<file path="src/rtl/led_pattern_arbiter.sv">
// led_pattern_arbiter: round-robin owner of the single status LED; plays the
// winner's pattern LSB-first, each bit held BIT_CYCLES clocks.
// Ports: CLK, RST_N (sync, active low), REQ[NUM_REQ], PATTERN[NUM_REQ*PAT_W]
//        -> GRANT (one-hot), BUSY, DONE (1-cycle pulse), LED. All registered.
module led_pattern_arbiter #(
  parameter int NUM_REQ    = 4,
  parameter int PAT_W      = 16,
  parameter int BIT_CYCLES = 2_000_000
) (
  input  logic                     CLK,
  input  logic                     RST_N,
  input  logic [NUM_REQ-1:0]       REQ,
  input  logic [NUM_REQ*PAT_W-1:0] PATTERN,
  output logic [NUM_REQ-1:0]       GRANT,
  output logic                     BUSY,
  output logic                     DONE,
  output logic                     LED
);

  localparam int RW = (NUM_REQ > 1) ? $clog2(NUM_REQ) : 1;
  localparam int CW = (BIT_CYCLES > 1) ? $clog2(BIT_CYCLES) : 1;
  localparam int IW = (PAT_W > 1) ? $clog2(PAT_W) : 1;

  localparam logic [CW-1:0] CNT_LAST = CW'(BIT_CYCLES - 1);
  localparam logic [IW-1:0] IDX_LAST = IW'(PAT_W - 1);
  localparam logic [RW-1:0] LAST_RST = RW'(NUM_REQ - 1);

  typedef enum logic {
    IDLE = 1'b0,
    PLAY = 1'b1
  } state_t;

  state_t               state_q, state_d;
  logic [RW-1:0]        last_q,  last_d;
  logic [PAT_W-1:0]     pat_q,   pat_d;
  logic [IW-1:0]        idx_q,   idx_d;
  logic [CW-1:0]        cnt_q,   cnt_d;
  logic [NUM_REQ-1:0]   grant_q, grant_d;
  logic                 busy_q,  busy_d;
  logic                 done_q,  done_d;
  logic                 led_q,   led_d;

  logic                 found;
  logic [RW-1:0]        cand;
  logic [RW-1:0]        win;
  logic [PAT_W-1:0]     win_pat;

  // Round-robin search: start just after the last winner, ascend with wrap.
  always_comb begin : arb
    found = 1'b0;
    cand  = '0;
    win   = last_q;
    for (int k = 1; k <= NUM_REQ; k++) begin
      cand = RW'((int'(last_q) + k) % NUM_REQ);
      if (!found && REQ[cand]) begin
        found = 1'b1;
        win   = cand;
      end
    end
    win_pat = '0;
    for (int i = 0; i < NUM_REQ; i++) begin
      if (win == RW'(i)) begin
        win_pat = PATTERN[i*PAT_W +: PAT_W];
      end
    end
  end

  // pat_q is a shift register: bit 0 always holds the bit now on the LED,
  // so the next bit to show is pat_q[1].
  always_comb begin : fsm
    state_d = state_q;
    last_d  = last_q;
    pat_d   = pat_q;
    idx_d   = idx_q;
    cnt_d   = cnt_q;
    grant_d = grant_q;
    busy_d  = busy_q;
    done_d  = 1'b0;
    led_d   = led_q;

    unique case (state_q)
      IDLE: begin
        grant_d = '0;
        busy_d  = 1'b0;
        led_d   = 1'b0;
        idx_d   = '0;
        cnt_d   = '0;
        if (found) begin
          state_d = PLAY;
          last_d  = win;
          pat_d   = win_pat;
          grant_d = NUM_REQ'(1) << win;
          busy_d  = 1'b1;
          led_d   = win_pat[0];
        end
      end
      PLAY: begin
        if (cnt_q == CNT_LAST) begin
          cnt_d = '0;
          if (idx_q == IDX_LAST) begin
            state_d = IDLE;
            idx_d   = '0;
            grant_d = '0;
            busy_d  = 1'b0;
            done_d  = 1'b1;
            led_d   = 1'b0;
          end else begin
            idx_d = idx_q + 1'b1;
            pat_d = pat_q >> 1;
            led_d = pat_q[1];
          end
        end else begin
          cnt_d = cnt_q + 1'b1;
        end
      end
    endcase
  end

  always_ff @(posedge CLK) begin
    if (!RST_N) begin
      state_q <= IDLE;
      last_q  <= LAST_RST;
      pat_q   <= '0;
      idx_q   <= '0;
      cnt_q   <= '0;
      grant_q <= '0;
      busy_q  <= 1'b0;
      done_q  <= 1'b0;
      led_q   <= 1'b0;
    end else begin
      state_q <= state_d;
      last_q  <= last_d;
      pat_q   <= pat_d;
      idx_q   <= idx_d;
      cnt_q   <= cnt_d;
      grant_q <= grant_d;
      busy_q  <= busy_d;
      done_q  <= done_d;
      led_q   <= led_d;
    end
  end

  assign GRANT = grant_q;
  assign BUSY  = busy_q;
  assign DONE  = done_q;
  assign LED   = led_q;

endmodule

</file>
<file path="config.mk">
export PLATFORM = sky130hd
export DESIGN_NAME = led_pattern_arbiter
export DESIGN_NICKNAME = d
export VERILOG_FILES = /design/src/rtl/led_pattern_arbiter.sv
export SDC_FILE = /design/constraint.sdc
export NUM_CORES = 1
export LEC_CHECK = 0
export BUFFER_PORTS_ARGS = -buffer_cell sky130_fd_sc_hd__buf_4
export CAP_MARGIN = 20
export CORE_AREA = 2 2 80 82
export DETAILED_ROUTE_END_ITERATION = 6
export DIE_AREA = 0 0 82 84
export GPL_TIMING_DRIVEN = 0
export PLACE_DENSITY = 0.75
export SYNTH_ARGS = -nofsm -noshare
export SYNTH_HDL_FRONTEND = slang
export SYNTH_SLANG_ARGS = --single-unit
</file>
<file path="constraint.sdc">
create_clock -name CLK -period 2.15 [get_ports CLK]
set_input_delay 0.215 -clock CLK [delete_from_list [all_inputs] [get_ports CLK]]
set_output_delay 0.215 -clock CLK [all_outputs]
set_load 0.05 [all_outputs]
</file>
==> flow_summary.ini, run 1 <==
[detailed_routing]
drc = 0
wl_per_cell_um = 14.69
routed.top_layer = met4
dr.first_iter.drc_count = 137
drt_wl_total_um = 7553
avgViaCountPerCell = 5.564
dr_wl_met2_um = 3628
vias = 2860
wl_met1_um = 3450
wl_met3_um = 327
drtAntennaViolNets = 0
drt_first_pass_iters = 4

[cts]
cts_root_buffer = clkbuf_8
clock_path_buffers = 2
h-tree-depth = 2
clkSinkCount = 50
path_clk_slew_ns = 0.10
clk_latency_ns = 0.31
cts_tree = built
ctsHoldBuffers = 0
cts-buffers-inserted = 5

[cells_and_area]
fin_area_um2 = 3756
final_cells = 514
drive_above_1_share = 0.3181
area_growth_pct = 35.59
mostFrequentLayoutCell = buf_4
diodes = 0
final_cell_mix = buf_4, nor2_1, dfxtp_1, nand2_1, o21ai_0
fillCellCount = 563
nNetsFinal = 508

[worst_setup_path]
arrival_ns = 2.47
r2r-start = cnt_q[9]
rrSetupSlack_ns = -0.12
worst-path-max-fanout = 5
crit_type = reg2reg
r2r_cells = 7
end_kind = register
worstSetupStartpointType = register
r2r_end = pat_q[9]
required_ns = 2.35

[die]
die_w_um = 82
io_pins = 77
design.core.area_um2 = 6096
dieArea_um2 = 6888
start_util = 0.4544
die_y_um = 84
row_count = 29

[sta]
clock_skew_ns = 0.01191
post-route-min-period_ns = 2.265
slew_headroom = 0.5519
hold_violations = 0
worst_hold_slack_ns = 0.1717
post-route-period-util = 1.054
setup_viol = 14
maxClockFrequency_mhz = 441.5
tightest_slew_ns = 0.6721
rsz0062_at_grt = true
drv_slew = 0
setup_ws_ns = -0.1151

[hold_path]
worstHoldEndpoint = pat_q[3]
hp-class = in2reg
hp-start = PATTERN[51]
hold_path_depth = 3

[global_route]
antenna_found_initial = 0
grt_first_pass_wirelength_um = 12040
track_usage = 0.2224
grt_pass1_vias = 2674
overflow = 0
grt_max_degree = 17

[synth]
ys_ff_latch = 50
yosysUniqueCellTypes = 51
yosys_warnings = 0
synthesis.nets = 416
synth_area_um2 = 2770
postSynthCellCount = 344
synth-edff-count = 0
synthArstFlopShare = 0
syn_avg_cell_area_um2 = 8.053
synthFlopType = dfxtp_1
yosysSeqAreaShare = 0.3613

[placed_design]
place_area_um2 = 3430
portBuffers = 75
hpwl_um = 5486
dp_cells = 496
gp_congestion = 0.8606
dp_slack_ns = -0.2966

[pwr]
p_per_area_nw_per_um2 = 604.4
total_power_uw = 2270
cellLeakagePower_uw = 0.001510
ir_worst_vdd_uv = 364.9

[status]
violations = negative setup slack
status = finished, violations left

[job]
maxCapViolations = 0
## Yosys cell counts (2+ instances only)
master | instances | area share
nor4_1 | 2 | 0.0045
inv_1 | 6 | 0.0081
buf_2 | 3 | 0.0054
dfxtp_1 | 50 | 0.36
xnor2_1 | 9 | 0.028
nand2_1 | 30 | 0.041
buf_6 | 3 | 0.012
nand2b_1 | 2 | 0.0045
or3_1 | 3 | 0.0068
a31o_2 | 2 | 0.0063
a21oi_1 | 14 | 0.025
clkbuf_1 | 13 | 0.018
nor2b_1 | 9 | 0.020
or4b_2 | 2 | 0.0072
a21boi_1 | 10 | 0.027
nand4_1 | 5 | 0.011
nor2_1 | 48 | 0.065
ha_1 | 2 | 0.0090
o21a_1 | 3 | 0.0081
nor3_1 | 10 | 0.018
nand3_1 | 18 | 0.033
mux2i_1 | 7 | 0.025
and3_1 | 16 | 0.036
a32oi_1 | 3 | 0.0095
a2111o_1 | 3 | 0.012
a221oi_1 | 8 | 0.025
xor2_1 | 11 | 0.035
nor3_2 | 2 | 0.0072
a2111oi_0 | 2 | 0.0063
o21ai_0 | 24 | 0.043
a31oi_1 | 3 | 0.0068
o211ai_1 | 2 | 0.0054
## cell families (layout without fill, tap and decap cells)
logic type	Yosys count	count (layout)	synth area share
xor gates and xnor gates	20	20	0.06323
buffers and inverters	25	118	0.04336
DFF	50	50	0.3613
muxes	8	8	0.03342
and+or+nand+nor	157	157	0.2868
adders and majority gates	2	2	0.009032
AOI/OAI and AO/OA	82	82	0.2028
## report_power, final
| group | switching, uW | internal, uW | total, uW |
|---|---|---|---|
| logic | 343 | 298 | 641 |
| registers | 44.6 | 984 | 1030 |
| clock network | 335 | 266 | 600 |
## worst max-delay path, stage by stage, from the launching register on
cell	delay, ns
dfxtp_2	0.34
or4b_4	0.53
or4_4	0.46
nor4_4	0.23
buf_4	0.22
nor2_1	0.05
a221oi_1	0.22
a21boi_1	0.10
## worst max path at each step
stage	from	endpoint	slack [ns]	cells after the start
after floorplan	cnt_q[16]	idx_q[3]	0.02	6
after global placement	last_q[1]	pat_q[5]	-0.30	6
after detailed placement	last_q[1]	pat_q[5]	-0.30	6
after CTS	cnt_q[9]	pat_q[9]	-0.08	7
after global routing	cnt_q[9]	pat_q[1]	-0.15	7
final	cnt_q[9]	pat_q[9]	-0.12	7
## routing by layer
metal,vias up,GRT usage
li1,1428,-
met1,1351,0.3007
met2,68,0.3511
met3,13,0.03896
met4,0,0.08030
met5,-,0
## stage by stage
stage,util,setup TNS (ns)
2_1_floorplan,-,0
3_3_place_gp,0.5626,-5.048
3_5_place_dp,0.5626,-4.992
4_1_cts,0.5989,-0.6904
5_1_grt,0.6162,-3.473
6_report,0.6162,-0.7719
## area by class of cell
class,instances,area (um^2),share of cell area
clock buffers,6,82.58,0.02199
inverters,6,22.52,0.005996
clock inverters,2,17.52,0.004664
plain buffers,19,107.6,0.02865
multi-input cells,269,1762,0.4690
repair buffers,85,659.4,0.1755
well taps,77,96.34,0.02565
flip-flops and latches,50,1008,0.2685
## what timing repair did
item                       in CTS  in global routing
cloned                          2                  0
buffers inserted                6                  2
setup endpoints to repair      44                 43
resized for setup              24                 20
pin swaps                       5                  5
## sequential cells by signal (all words and copies together), names as in the netlist
| register | cells |
|---|---|
| GRANT | 4 |
| state_q | 1 |
| DONE | 1 |
| BUSY | 1 |
| cnt_q | 21 |
| last_q | 2 |
| idx_q | 4 |
| LED | 1 |
| pat_q | 15 |
Note: power is estimated with default switching activity, not from simulation.
==> run 2, diff against run 1 <==
==> config.mk (replaced) <==
export PLATFORM = sky130hd
export DESIGN_NAME = led_pattern_arbiter
export DESIGN_NICKNAME = d
export VERILOG_FILES = /design/src/rtl/led_pattern_arbiter.sv
export SDC_FILE = /design/constraint.sdc
export NUM_CORES = 1
export LEC_CHECK = 0
export CAP_MARGIN = 20
export CORE_AREA = 2 2 78 80
export DETAILED_ROUTE_END_ITERATION = 6
export DIE_AREA = 0 0 80 82
export DONT_BUFFER_PORTS = 1
export GPL_TIMING_DRIVEN = 0
export PLACE_DENSITY = 0.66
export SYNTH_ARGS = -nofsm -noshare
export SYNTH_HDL_FRONTEND = slang
export SYNTH_SLANG_ARGS = --single-unit
==> run 2 against run 1 <==
The run still ends with negative setup slack left. Global-route usage fell by 0.52 points. Non-clock buffer count fell by 76. Utilization fell by 5.1 points. Sequential share of layout area rose by 4.3 points. Highest routed layer unchanged. Combinational power fell by 24%. Largest cell class unchanged.
==> flow_summary.ini, run 2 (synthesis gave the netlist of run 1 again) <==
[placed_design]
dp_slack_ns = -0.3594
hpwl_um = 4947
portBuffers = 0
place_area_um2 = 2864
gp_congestion = 0.8687

[sta]
post-route-period-util = 1.027
tightest_slew_ns = 0.7686
setup_viol = 7
hold_violations = 0
rsz0062_at_grt = true
worst_hold_slack_ns = 0.08416
clock_skew_ns = 0.009917
post-route-min-period_ns = 2.209
slew_headroom = 0.4876
maxClockFrequency_mhz = 452.7
drv_slew = 0
setup_ws_ns = -0.05905

[die]
start_util = 0.4821
design.core.area_um2 = 5746
io_pins = 77
dieArea_um2 = 6560
row_count = 28
die_y_um = 82
die_w_um = 80

[cts]
cts_tree = built
clock_path_buffers = 2
h-tree-depth = 2
path_clk_slew_ns = 0.10
cts_root_buffer = clkbuf_8
clkSinkCount = 50
cts-buffers-inserted = 5
ctsHoldBuffers = 0
clk_latency_ns = 0.31

[cells_and_area]
largest-register = cnt_q
drive_above_1_share = 0.1994
final_core_util = 0.5647
diodes = 0
mostFrequentLayoutCell = nor2_1
largest_reg_flops = 21
final_cell_mix = nor2_1, dfxtp_1, nand2_1, o21ai_0, nand3_1
fin_area_um2 = 3244
nNetsFinal = 432
area_growth_pct = 17.12
top_regs = cnt_q: 21 flops, pat_q: 15 flops

[worst_setup_path]
crit_buf_inv = 1
worstSetupStartpointType = register
required_ns = 2.36
cp_cell_sequence = or4b_4 > or4_4 > nor4_4 > or2_1 > buf_6 > nand2_2 > o221a_1
worst-path-max-fanout = 5
arrival_ns = 2.42
cp_slowest_cell = or4b_4
end_kind = register
r2r-start = cnt_q[9]
crit_type = reg2reg
rrSetupSlack_ns = -0.06
r2r_cells = 7
r2r_end = pat_q[1]
cp_top_family = simple AND/OR/NAND/NOR gates
critPathMaxStageDelay_ns = 0.52

[detailed_routing]
wl_per_cell_um = 15.96
drt_wl_total_um = 6957
drtAntennaViolNets = 0
dr.first_iter.drc_count = 185
drc = 0
avgViaCountPerCell = 5.913
drt_first_pass_iters = 4
vias = 2578

[hold_path]
hold_path_depth = 2
hp-class = in2reg
worstHoldEndpoint = pat_q[5]
hp-start = PATTERN[53]

[global_route]
grt_first_pass_wirelength_um = 11260
grt_pass1_vias = 2415
overflow = 0
grt_max_degree = 17
antenna_found_initial = 0
track_usage = 0.2172

[pwr]
ir_worst_vdd_uv = 296.6
total_power_uw = 2240
cellLeakagePower_uw = 0.001180
p_per_area_nw_per_um2 = 690.3

[status]
status = finished, violations left
violations = negative setup slack

[job]
maxCapViolations = 0
-- run 2: power breakdown --
group	switching (uW)	total, uW	leakage (uW)	internal, uW
combinational	274	485	0.000711	212
clock	332	681	0.0000585	349
sequential	89.0	1070	0.000411	985
total	694	2240	0.00118	1550
-- run 2: what timing repair did --
item | in CTS | in global routing
pin swaps | 2 | 8
cloned | 0 | 1
endpoints found under the setup margin | 45 | 45
resized for setup | 22 | 38
buffers inserted | 4 | 5
-- run 2: how the worst max path moves through the flow --
| stage | startpoint | endpoint | slack, ns | cells past startpoint |
|---|---|---|---|---|
| after floorplan | cnt_q[16] | idx_q[3] | 0.02 | 6 |
| after global placement | last_q[1] | pat_q[5] | -0.34 | 6 |
| after detailed placement | last_q[1] | pat_q[7] | -0.36 | 6 |
| after CTS | cnt_q[9] | pat_q[8] | -0.04 | 7 |
| after global routing | cnt_q[9] | pat_q[3] | -0.16 | 7 |
| final | cnt_q[9] | pat_q[1] | -0.06 | 7 |
-- run 2: final cells by class --
type / count / area (um^2)
Buffer: 18 / 105.1
Timing Repair Buffer: 10 / 102.6
Sequential cell: 50 / 1011
Fill cell: 552 / 2501
Tap cell: 75 / 93.84
Clock inverter: 3 / 43.79
Clock buffer: 5 / 68.82
Inverter: 6 / 22.52
Multi-Input combinational cell: 269 / 1797
-- run 2: worst register-to-register path, delay by kind of cell, from the launching register on --
| family | cells | cell delay [ns] |
|---|---|---|
| compound gates | 1 | 0.21 |
| buf+inv | 1 | 0.15 |
| simple gates | 5 | 1.43 |
| flops | 1 | 0.34 |
-- run 2: metal layers --
layer  routed length, um  part of all wire  global-route usage
met2                3186              0.46              0.3492
met5                   0                 0                   0
met4                  87             0.013             0.05593
met1                3266              0.47              0.2951
met3                 416             0.060             0.04945
-- run 2: through the flow --
step,cells,setup TNS (ns)
global placement,419,-5.992
finish,436,-0.2010
CTS,431,-0.2624
global route,436,-3.084
detailed placement,419,-5.824
floorplan,344,0
